--- config.mk ---
export PLATFORM = sky130hd
export DESIGN_NAME = status_flag_writer_flat
export DESIGN_NICKNAME = d
export VERILOG_FILES = /design/src/rtl/status_flag_writer_if.sv /design/src/rtl/status_flag_writer.sv /design/src/flat_wrapper.sv
export SDC_FILE = /design/constraint.sdc
export NUM_CORES = 1
export LEC_CHECK = 0
export ABC_AREA = 1
export BUFFER_PORTS_ARGS = -buffer_cell sky130_fd_sc_hd__buf_2
export CAP_MARGIN = 20
export CORE_AREA = 2 2 139 141
export CTS_CLUSTER_DIAMETER = 80
export DETAILED_ROUTE_END_ITERATION = 6
export DIE_AREA = 0 0 141 143
export GPL_ROUTABILITY_DRIVEN = 0
export GPL_TIMING_DRIVEN = 0
export PLACE_DENSITY = 0.74
export SLEW_MARGIN = 10
export SYNTH_ARGS = -nofsm -noshare
export SYNTH_HDL_FRONTEND = slang
export SYNTH_SLANG_ARGS = --single-unit
--- constraint.sdc ---
create_clock -name clk -period 3.1 [get_ports clk]
set_input_delay 0.155 -clock clk [delete_from_list [all_inputs] [get_ports clk]]
set_output_delay 0.155 -clock clk [all_outputs]
set_load 0.03 [all_outputs]
--- src/rtl/status_flag_writer_if.sv ---
// status_flag_writer_if: EXE command, operands and control in; ALU result and NZCV status out
interface status_flag_writer_if #(
    parameter int data_w = 32,
    parameter int cmd_w  = 4
);
    logic [cmd_w-1:0]  exe_cmd;
    logic [data_w-1:0] val1;
    logic [data_w-1:0] val2;
    logic              s_en;
    logic              freeze;
    logic              flush;
    logic              exc_entry;
    logic              exc_return;
    logic [data_w-1:0] alu_res;
    logic [3:0]        status_regs;
    logic [3:0]        status_fwd;
    logic              shadow_valid;
    logic              nest_err;
    modport master(
        output exe_cmd, val1, val2, s_en, freeze, flush, exc_entry, exc_return,
        input  alu_res, status_regs, status_fwd, shadow_valid, nest_err
    );
    modport slave(
        input  exe_cmd, val1, val2, s_en, freeze, flush, exc_entry, exc_return,
        output alu_res, status_regs, status_fwd, shadow_valid, nest_err
    );
endinterface

--- src/rtl/status_flag_writer.sv ---
// status_flag_writer: EXE ALU with NZCV commit and one exception shadow; FLAG_BYPASS_EN forwards next-state flags
module status_flag_writer #(
    parameter int data_w = 32,
    parameter int cmd_w  = 4
) (
    input logic                 clk,
    input logic                 rst,
    status_flag_writer_if.slave sf
);
    localparam int m = data_w - 1;
    typedef logic [cmd_w-1:0] cmd_t;
    localparam cmd_t c_mov = cmd_t'(4'b0001);
    localparam cmd_t c_mvn = cmd_t'(4'b1001);
    localparam cmd_t c_add = cmd_t'(4'b0010);
    localparam cmd_t c_adc = cmd_t'(4'b0011);
    localparam cmd_t c_sub = cmd_t'(4'b0100);
    localparam cmd_t c_sbc = cmd_t'(4'b0101);
    localparam cmd_t c_and = cmd_t'(4'b0110);
    localparam cmd_t c_orr = cmd_t'(4'b0111);
    localparam cmd_t c_eor = cmd_t'(4'b1000);

    logic [3:0]        r_status;
    logic [3:0]        r_shadow;
    logic              r_shadow_valid;
    logic              r_nest_err;
    logic [data_w:0]   w_a;
    logic [data_w:0]   w_b;
    logic [data_w:0]   w_s;
    logic [data_w-1:0] w_r;
    logic              w_def;
    logic              w_add;
    logic              w_sub;
    logic              w_c;
    logic              w_v;
    logic [3:0]        w_cand;
    logic              w_commit;
    logic              w_ret;
    logic              w_ent;
    logic [3:0]        w_next;

    always_comb begin
        w_a   = {1'b0, sf.val1};
        w_b   = {1'b0, sf.val2};
        w_s   = '0;
        w_r   = '0;
        w_def = 1'b1;
        w_add = 1'b0;
        w_sub = 1'b0;
        case (sf.exe_cmd)
            c_mov: w_r = sf.val2;
            c_mvn: w_r = ~sf.val2;
            c_and: w_r = sf.val1 & sf.val2;
            c_orr: w_r = sf.val1 | sf.val2;
            c_eor: w_r = sf.val1 ^ sf.val2;
            c_add, c_adc: begin
                w_add = 1'b1;
                w_s   = w_a + w_b + (data_w + 1)'(sf.exe_cmd == c_adc && r_status[1]);
                w_r   = w_s[m:0];
            end
            c_sub, c_sbc: begin
                w_sub = 1'b1;
                w_s   = w_a - w_b - (data_w + 1)'(sf.exe_cmd == c_sbc && !r_status[1]);
                w_r   = w_s[m:0];
            end
            default: w_def = 1'b0;
        endcase
        w_c    = (w_add | w_sub) ? w_s[data_w] : r_status[1];
        w_v    = w_add ? (sf.val1[m] == sf.val2[m] && w_r[m] != sf.val1[m]) :
                 w_sub ? (sf.val1[m] != sf.val2[m] && w_r[m] != sf.val1[m]) : r_status[0];
        w_cand = w_def ? {w_r[m], w_r == '0, w_c, w_v} : r_status;
    end

    // exc_return outranks both exc_entry and the commit; an empty-shadow return changes nothing but nest_err
    assign w_commit = sf.s_en & ~sf.freeze & ~sf.flush & w_def;
    assign w_ret    = sf.exc_return & ~sf.freeze;
    assign w_ent    = sf.exc_entry & ~sf.exc_return & ~sf.freeze;
    assign w_next   = w_ret ? (r_shadow_valid ? r_shadow : r_status) : w_commit ? w_cand : r_status;

    always_ff @(posedge clk or posedge rst) begin
        if (rst) begin
            r_status       <= '0;
            r_shadow       <= '0;
            r_shadow_valid <= 1'b0;
            r_nest_err     <= 1'b0;
        end else begin
            r_status       <= w_next;
            r_shadow       <= (w_ent & ~r_shadow_valid) ? r_status : r_shadow;
            r_shadow_valid <= w_ret ? 1'b0 : w_ent ? 1'b1 : r_shadow_valid;
            r_nest_err     <= r_nest_err | (w_ret & ~r_shadow_valid) | (w_ent & r_shadow_valid);
        end
    end

    assign sf.alu_res      = w_r;
    assign sf.status_regs  = r_status;
    assign sf.shadow_valid = r_shadow_valid;
    assign sf.nest_err     = r_nest_err;
`ifdef FLAG_BYPASS_EN
    assign sf.status_fwd   = w_next;
`else
    assign sf.status_fwd   = r_status;
`endif
endmodule

--- src/flat_wrapper.sv ---
// flat-port wrapper written by rule: the top's interface ports become plain ports
module status_flag_writer_flat 
#(
    parameter int data_w = 32,
    parameter int cmd_w  = 4
)
  (clk, rst, sf_exe_cmd, sf_val1, sf_val2, sf_s_en, sf_freeze, sf_flush, sf_exc_entry, sf_exc_return, sf_alu_res, sf_status_regs, sf_status_fwd, sf_shadow_valid, sf_nest_err);
  status_flag_writer_if #(.data_w(data_w), .cmd_w(cmd_w)) sf_i ();
  input logic clk;
  input logic rst;
  input wire logic [$bits(sf_i.exe_cmd)-1:0] sf_exe_cmd;
  input wire logic [$bits(sf_i.val1)-1:0] sf_val1;
  input wire logic [$bits(sf_i.val2)-1:0] sf_val2;
  input wire logic [$bits(sf_i.s_en)-1:0] sf_s_en;
  input wire logic [$bits(sf_i.freeze)-1:0] sf_freeze;
  input wire logic [$bits(sf_i.flush)-1:0] sf_flush;
  input wire logic [$bits(sf_i.exc_entry)-1:0] sf_exc_entry;
  input wire logic [$bits(sf_i.exc_return)-1:0] sf_exc_return;
  output wire logic [$bits(sf_i.alu_res)-1:0] sf_alu_res;
  output wire logic [$bits(sf_i.status_regs)-1:0] sf_status_regs;
  output wire logic [$bits(sf_i.status_fwd)-1:0] sf_status_fwd;
  output wire logic [$bits(sf_i.shadow_valid)-1:0] sf_shadow_valid;
  output wire logic [$bits(sf_i.nest_err)-1:0] sf_nest_err;
  assign sf_i.exe_cmd = sf_exe_cmd;
  assign sf_i.val1 = sf_val1;
  assign sf_i.val2 = sf_val2;
  assign sf_i.s_en = sf_s_en;
  assign sf_i.freeze = sf_freeze;
  assign sf_i.flush = sf_flush;
  assign sf_i.exc_entry = sf_exc_entry;
  assign sf_i.exc_return = sf_exc_return;
  assign sf_alu_res = sf_i.alu_res;
  assign sf_status_regs = sf_i.status_regs;
  assign sf_status_fwd = sf_i.status_fwd;
  assign sf_shadow_valid = sf_i.shadow_valid;
  assign sf_nest_err = sf_i.nest_err;
  status_flag_writer #(.data_w(data_w), .cmd_w(cmd_w)) u_core (.clk(clk), .rst(rst), .sf(sf_i));
endmodule
### Word level (Yosys, flattened, before mapping)

Cells that the tools add are included.
Widths: inputs -> output; s select.

* $add $sub $neg: 4
* equal/unequal tests: 13
* multiplexer cells: 14
* bitwise operators: 20
* reductions and logical operators: 17

Operators by type and width (number)
* $pmux 32 s7: 1
* $pmux 33 s2: 1
* $add 32x32->33: 1
* $add 33x1->33: 1
* $sub 32x32->33: 1
* $sub 33x1->33: 1
* $and 32x32->32: 1
* $logic_not 32->1: 1
* $not 32->32: 1
* $or 32x32->32: 1
* $xor 32x32->32: 1
* $eq 4x3->1 const B: 4
* $mux 4: 4
* $and 1x1->1: 9
* $reduce_or 9->1: 1
* $eq 4x2->1 const B: 2
* $eq 4x4->1 const B: 2
* $mux 1: 8
* $reduce_and 4->1: 2
* $reduce_bool 2->1: 4
* $eq 4x1->1 const B: 1
* $logic_and 1x1->1: 4
* $not 1->1: 4
* $reduce_or 2->1: 2
* 7 further kinds: 10

* flip-flop bits (word level): 10
* bits of input ports: 75
* output and inout bits: 42
* word-level logic and storage cells: 74

### Logic depth before layout (Yosys ltp)

Gate-level depths: netlist of run 1.

* word-level depth: 11
* mapped depth: 28

### Worst setup path after synthesis of run 1

Ideal clock, no wire load.

* path kind: reg-to-reg
* from: reg u_core.r_status[1], in the netlist u_core.sf.status_fwd[1]
* to: reg u_core.r_status[2], in the netlist u_core.sf.status_fwd[2]
* arrival: 3.438 ns
* required time: 3.023 ns
* path slack: -0.416 ns
* cell stages (with the launch flop): 24
* path buffers: 0
* path through: dfrtp_1 nor3_1 fa_1 inv_1 ha_1 inv_1 nand2_1 inv_1 fa_1 nand2_1 nand2_1 nand2_1 nand2_1 nand2_1 nand3_1 nand2_1 nand2_1 nand3_1 nand3_1 nor3_1 nand2_1 nor2_1 nand3_1 a21oi_1

* cells in the longest elaborated chain, start to end: 8
* elaborated cells between the ends (all ways): 10
* those cells by class: add/sub (2); mux (4); reduce/logical (4)

Ends and longest elaborated chain
* start: declaration: RTL line status_flag_writer.sv:22 `logic [3:0] r_status;`
* start signal: assignment: RTL line status_flag_writer.sv:86 `r_status <= w_next;`
* $logic_not 1->1: RTL line status_flag_writer.sv:62 `w_s = w_a - w_b - (data_w + 1)'(sf.exe_cmd == c_sbc && !r_status[1]);`
* $logic_and 1x1->1: RTL line status_flag_writer.sv:62
* $sub 33x1->33: RTL line status_flag_writer.sv:62
* $pmux 32 s7 *: RTL line status_flag_writer.sv:49 `case (sf.exe_cmd)`
* via sf_alu_res[16]: RTL line flat_wrapper.sv:19 `output wire logic [$bits(sf_i.alu_res)-1:0] sf_alu_res;`
* $logic_not 32->1 *: RTL line status_flag_writer.sv:70 `w_cand = w_def ? {w_r[m], w_r == '0, w_c, w_v} : r_status;`
* $mux 4 *: RTL line status_flag_writer.sv:70
* $mux 4 * (2 in series): RTL line status_flag_writer.sv:77 `assign w_next = w_ret ? (r_shadow_valid ? r_shadow : r_status) : w_commit ? w_cand : r_status;`

Mark *: on every way through the listed nets, which the timed path passes. The rest lies on a longest branch. The select of a mux whose other input is x is not followed.
A chain may end at the register's enable or synchronous reset.

### Worst setup path after layout of run 1

* from: reg u_core.r_status[1], in the netlist u_core.sf.status_fwd[1]
* to: reg u_core.r_status[2], in the netlist u_core.sf.status_fwd[2]

* cells in the longest elaborated chain, start to end: 8
* elaborated cells between the ends (all ways): 10
* those cells by class: add/sub (2); mux (4); reduce/logical (4)

Ends and longest elaborated chain (RTL line)
* $logic_not 1->1: status_flag_writer.sv:62
* $logic_and 1x1->1: status_flag_writer.sv:62
* $sub 33x1->33: status_flag_writer.sv:62
* $pmux 32 s7 *: status_flag_writer.sv:49
* $logic_not 32->1 *: status_flag_writer.sv:70
* $mux 4 *: status_flag_writer.sv:70
* $mux 4 * (2 in series): status_flag_writer.sv:77

Mark *: on every way between the ends. The rest lies on a longest branch, timed or not. The select of a mux whose other input is x is not followed.

==> reports/metrics.yaml, run 1 <==
sta:
  setup_tns_ns: -2.255
  min_period_over_period_pct: 111.7
  timing.final.ws_setup_ns: -0.3627
  worst_pin_slew_ns: 0.8979
  slew_headroom_pct: 39.92
  max_freq_mhz: 288.8
  rsz0062_at_grt: "yes"
  min_period_ns: 3.463
  setup_violations: 15
  finalClockSkew_ns: 0.001819
  maxSlewViolCount: 0
  hold_viol: 0
synthesis:
  ys_seq_elements: 10
  synthCells: 1603
  synth_top_flop_cell: "dfrtp_1"
  avgSynthCellArea_um2: 5.125
  synth_fp_nets: 1808
  synth-edff-count: 0
  seq_area_frac_synth_pct: 3.046
  synth.yosys.warnings: 0
  synth-async-reset-ratio_pct: 100.0
  syn_area_um2: 8215
  ys_types: 38
  synth_top_area_share_pct: 24.81
  synth_area_leaders: "nand2_1 25%, ha_1 19%, inv_1 16%, nand3_1 8.7%, nor2_1 7.8%"
  synth_top_cell_by_area: "nand2_1"
cts:
  insertion_delay_ns: 0.24
  cts_sinks: 10
  htree_levels: 1
  clkTransAtPathRegs_ns: 0.04
  clockBufferDepth: 2
  cts_buffers: 3
  cts_tree: "done"
  cts_root_buf: "clkbuf_16"
die:
  io_pins: 117
  rows: 50
  initial_core_util_pct: 44.22
  die_area_um2: 20160
  coreArea_um2: 18580
  die_w_um: 141
  die_h_um: 143
setup_path:
  worstSetupPathType: "register to register"
  cp.required_ns: 3.27
  cp.arrival_ns: 3.63
  crit_fanout: 4
  startpoint_type: "register"
  end_kind: "register"
final_layout:
  final_area_um2: 10360
  utilization_pct: 55.78
  antenna_cells: 0
  fin_nets: 1963
  drive_above_1_share_pct: 21.29
  area_growth_pct: 26.16
routing:
  drc: 0
  dr.pass1.iters: 6
  postRouteWirelength_um: 31140
  drtIter0Drc: 1414
  vias: 10918
  ant_nets: 0
  avgRoutedWirePerCell_um: 15.64
  viasPerCell: 5.484
global_routing:
  grt_max_degree: 11
  grt_overflow: 0
  grt_pass1_wl_um: 47510
  grtUsageTotal_pct: 29.47
  antenna_found_initial: 0
  grt_pass1_vias: 9721
power:
  p_total_uw: 2804
  p_leak_uw: 0.006271
  max-vdd-ir-drop_uv: 175.0
  power_density_nw_per_um2: 270.5
run_status:
  outcome: "finished with violations"
  violations: "negative setup slack"
flow_run:
  drv_cap: 0
worst_hold_path:
  hold_path.class: "input port to register"
placement:
  dpl_cell_area_um2: 9168
  port-buffer-count: 116
  hpwlAfterDp_um: 25030
cell usage in the layout, fill, tap and decap left out, drive strengths merged, types with 6 or more instances in the layout:
cell | netlist | layout
buf | 21 | 168
nand2 | 550 | 550
nand4 | 15 | 15
a221oi | 13 | 13
nor3 | 19 | 19
clkbuf | 0 | 6
o22ai | 26 | 26
inv | 364 | 364
nand3b | 11 | 11
nand3 | 142 | 142
o21ai | 38 | 38
dfrtp | 10 | 10
nor2 | 182 | 182
ha | 126 | 126
a21oi | 57 | 57
metal layers:
metal	GRT usage (%)	up-vias	share of wire [%]
li1	-	5252	-
met1	37.99	4892	39
met2	48.42	654	44
met3	4.058	120	10
met4	14.58	0	5.9
met5	0	-	0
state kept, by name, indices dropped and copies added (netlist names):
register,cells
u_core.sf.status_fwd,4
u_core.sf.nest_err,1
u_core.sf.shadow_valid,1
u_core.r_shadow,4
critical path, cell delays in order (launching register included):
cell,delay (ns)
dfrtp_2,0.43
nor3_4,0.14
fa_1,0.44
inv_1,0.08
ha_2,0.16
inv_2,0.03
nand2_2,0.07
inv_2,0.04
fa_2,0.38
nand2_2,0.08
nand2_2,0.06
nand2_4,0.11
nand2_4,0.06
nand2_4,0.09
nand2_4,0.06
nand2_4,0.11
nand2_4,0.07
nand2_2,0.08
nand2_2,0.05
nand3_2,0.06
nand2_2,0.08
nor2_4,0.16
nand2_1,0.12
nor2_4,0.19
nand3_4,0.11
a21oi_2,0.12
power breakdown:
part / switching (uW) / internal (uW)
Clock: 61.5 / 194
Sequential: 26.3 / 167
Combinational: 1530 / 829
cells in the mapped netlist, types with 2 or more instances:
master,count
fa_1,4
o21bai_1,4
inv_1,355
o22ai_1,26
inv_2,9
a21oi_1,57
buf_6,5
or2_2,2
dfrtp_1,10
a221oi_2,4
mux2_2,3
nand2_2,5
nor2_1,171
nor2_4,2
nor3_1,18
a221oi_1,9
buf_4,9
nor2_2,9
a31oi_1,2
nand2_1,543
nor4_2,2
ha_1,126
o211ai_1,2
buf_2,7
o21ai_0,32
nand2_4,2
nand4_1,15
o21ai_1,6
nand3_1,142
nand3b_1,11
and2_1,4
through the flow:
step / hold WS [ns] / worst slack, ns / std cells
finish: 0.2253 / -0.3627 / 1991
global route: 0.2438 / -0.6125 / 1991
CTS: 0.2246 / -0.3513 / 1973
detailed placement: 0.1523 / -1.497 / 1953
global placement: 0.1378 / -1.445 / 1953
floorplan: -0.004889 / -0.05514 / 1603
area by class of cell:
class	count	area, um^2
sequential	10	251.5
fill	1806	8215
timing repair buffer	151	1001
inverter	364	1371
multi-input combinational	1208	7196
clock buffer	4	88.84
buffer	20	163.9
tap	234	292.8
kinds of logic after synthesis:
family / after synthesis / share of synthesized area [%]
fa+ha+maj: 130 / 20.16
flops: 10 / 3.046
mux: 3 / 0.4112
buf+inv: 385 / 18.57
simple gates: 929 / 47.17
compound gates: 144 / 10.43
xor+xnor: 2 / 0.2133
worst paths after layout:
kind / startpoint / endpoint / slack [ns] / cells past startpoint
worst max-delay path: u_core.sf.status_fwd[1] / u_core.sf.status_fwd[2] / -0.36 / 25
worst min-delay path: sf_val1[31] / u_core.sf.status_fwd[0] / 0.23 / 4
worst max register to register: u_core.sf.status_fwd[1] / u_core.sf.status_fwd[2] / -0.36 / 25
worst min register to register: u_core.sf.nest_err / u_core.sf.nest_err / 0.46 / 1
max in group asynchronous: rst / u_core.sf.status_fwd[1] / 2.37 / 3
min in group asynchronous: rst / u_core.sf.nest_err / 0.44 / 3
what timing repair did:
action	CTS	global route
gates resized for setup	99	148
hold buffers	1	0
buffers inserted	15	21
hold endpoints to repair	10	0
setup endpoints to repair	30	26
gates cloned	0	0
pin swaps	25	42
Power figures use the tool's default switching activity.
==> run 2, diff against run 1 <==
Settings changed: CORE_AREA 2 2 139 141 to 2 2 136 138, DIE_AREA 0 0 141 143 to 0 0 138 140, PLACE_DENSITY 0.74 to 0.76.
==> run 2 against run 1 <==
Effect of this change:
- the flow still finishes with violations (negative setup slack)
- sequential share of layout area up 0.055 points
- highest routed layer unchanged
- wire length down 0.60%
- clock power down 9.4%
- setup slack worse by 0.074 ns
- non-clock buffer count down 4
- flip-flop and latch count unchanged
- largest power group unchanged
- die area down 4.2%
- critical endpoint unchanged
==> reports/metrics.yaml, run 2 (same netlist as run 1, synthesis figures left out) <==
run_status:
  outcome: "finished with violations"
  violations: "negative setup slack"
routing:
  postRouteWirelength_um: 30950
  vias: 10938
  dr.pass1.iters: 7
  avgRoutedWirePerCell_um: 15.61
  viasPerCell: 5.519
  drc: 0
  ant_nets: 0
  drtIter0Drc: 1504
setup_path:
  cpPeakStageDelay_ns: 0.42
  worstReg2RegStart: "u_core.sf.status_fwd[1]"
  reg2regPathDepth: 23
  end_kind: "register"
  crit_fanout: 5
  crit_path_top_delay_cell: "fa_2"
  cp.required_ns: 3.26
  r2r_end: "u_core.sf.status_fwd[2]"
  cp.arrival_ns: 3.70
  worstSetupPathType: "register to register"
  ff2ff_setup_slack_ns: -0.44
  crit_chain: "buf_4 > buf_6 > buf_6 > nand3_2 > fa_2 > fa_2 > inv_2 > nand3_1 > nand2_2 > nand2_2 > nand2_2 > nand3_1 > nand2_2 > nand2_1 > nand2_1 > nor2_2 > nor2_4 > nand2_1 > nor2_1 > nand2_1 > nor2_4 > nand3_4 > a21oi_2"
  startpoint_type: "register"
final_layout:
  drive_above_1_share_pct: 19.51
  utilization_pct: 57.00
  final_cell_mix: "488 x nand2_1, 346 x inv_1, 156 x nor2_1, 125 x ha_1, 101 x buf_2"
  final_common_cell: "nand2_1"
  area_growth_pct: 23.36
  antenna_cells: 0
  stdcell_count: 1982
  fin_nets: 1959
placement:
  port-buffer-count: 116
  placed_cells: 1948
  hpwlAfterDp_um: 24820
global_routing:
  antenna_found_initial: 0
  grt_max_degree: 11
  grt_overflow: 0
  grt_pass1_vias: 9703
  grtUsageTotal_pct: 29.65
  grt_pass1_wl_um: 47080
sta:
  maxSlewViolCount: 0
  hold_viol: 0
  slew_headroom_pct: 46.22
  timing.final.ws_setup_ns: -0.4369
  max_freq_mhz: 282.7
  setup_violations: 16
  min_period_ns: 3.537
  rsz0062_at_grt: "yes"
  worst_pin_slew_ns: 0.8037
  min_period_over_period_pct: 114.1
  finalClockSkew_ns: 0.005497
cts:
  htree_levels: 1
  cts_root_buf: "clkbuf_16"
  clockBufferDepth: 2
  cts_buffers: 3
  insertion_delay_ns: 0.24
  clkTransAtPathRegs_ns: 0.04
  cts_sinks: 10
  cts_tree: "done"
die:
  io_pins: 117
  coreArea_um2: 17780
  die_area_um2: 19320
  rows: 49
  initial_core_util_pct: 46.21
  die_w_um: 138
  die_h_um: 140
worst_hold_path:
  hold_path.class: "input port to register"
  min_path_cells: 4
  hold_path_end: "u_core.sf.status_fwd[0]"
  min_from: "sf_val1[31]"
power:
  p_leak_uw: 0.006180
  power_density_nw_per_um2: 268.3
  max-vdd-ir-drop_uv: 351.6
flow_run:
  drv_cap: 0
==> run 2: cell types whose count changed in the layout (fill, tap and decap cells not counted), sizes merged <==
cell,before,now
buf,168,164
==> run 2: critical path: cells and delay by family, from the launching register on <==
family,cells,cell delay [ns]
flops,1,0.41
simple gates,16,1.68
compound gates,1,0.13
buf+inv,4,0.42
fa+ha+maj,2,0.80
==> run 2: repair_timing <==
item                                    in CTS  in global routing
hold buffers                                 1                  0
pin swaps                                   26                 40
cloned                                       0                  0
setup buffers                               13                 17
endpoints found under the hold margin       10                  0
gates resized for setup                     87                117
endpoints found under the setup margin      30                 28
==> run 2: routing by layer <==
metal | part of all wire [%] | global-route usage [%]
met4 | 5.7 | 13.53
met5 | 0 | 0
met2 | 44 | 49.06
met1 | 39 | 38.16
met3 | 11 | 4.479
==> run 2: how the worst max path moves through the flow <==
stage	startpoint	endpoint	slack [ns]	cells after the start
after floorplan	u_core.sf.status_fwd[1]	u_core.sf.status_fwd[2]	-0.06	23
after global placement	sf_exe_cmd[3]	u_core.sf.status_fwd[2]	-1.33	26
after detailed placement	sf_exe_cmd[3]	u_core.sf.status_fwd[2]	-1.37	26
after CTS	u_core.sf.status_fwd[1]	u_core.sf.status_fwd[2]	-0.34	25
after global routing	u_core.sf.status_fwd[1]	u_core.sf.status_fwd[2]	-0.61	26
final	u_core.sf.status_fwd[1]	u_core.sf.status_fwd[2]	-0.44	23
==> run 2: report_power, final <==
| group | switching, uW | total (uW) | leakage, uW | internal [uW] |
|---|---|---|---|---|
| registers | 26.5 | 193 | 0.000118 | 167 |
| logic | 1500 | 2300 | 0.00602 | 797 |
| clock network | 58.5 | 231 | 0.0000382 | 172 |
==> run 2: cell type report <==
cell class / count / area, um^2
Inverter: 364 / 1371
Clock buffer: 4 / 78.83
Tap cell: 229 / 286.5
Multi-Input combinational cell: 1208 / 7038
Timing Repair Buffer: 147 / 944.7
Sequential cell: 10 / 251.5
Buffer: 20 / 163.9
Fill cell: 1775 / 7645
==> run 2: metrics by stage <==
stage	setup WS, ns	cell area, um^2	hold WS [ns]	power [uW]	setup TNS (ns)
after global routing	-0.6134	10130	0.2673	2940	-5.697
after floorplan	-0.05514	8294	-0.004889	1593	-0.05514
after detailed placement	-1.366	9161	0.1495	2126	-15.10
after CTS	-0.3415	9622	0.2405	2488	-1.783
after global placement	-1.327	9161	0.1372	2087	-13.98
final	-0.4369	10130	0.2380	2720	-2.896
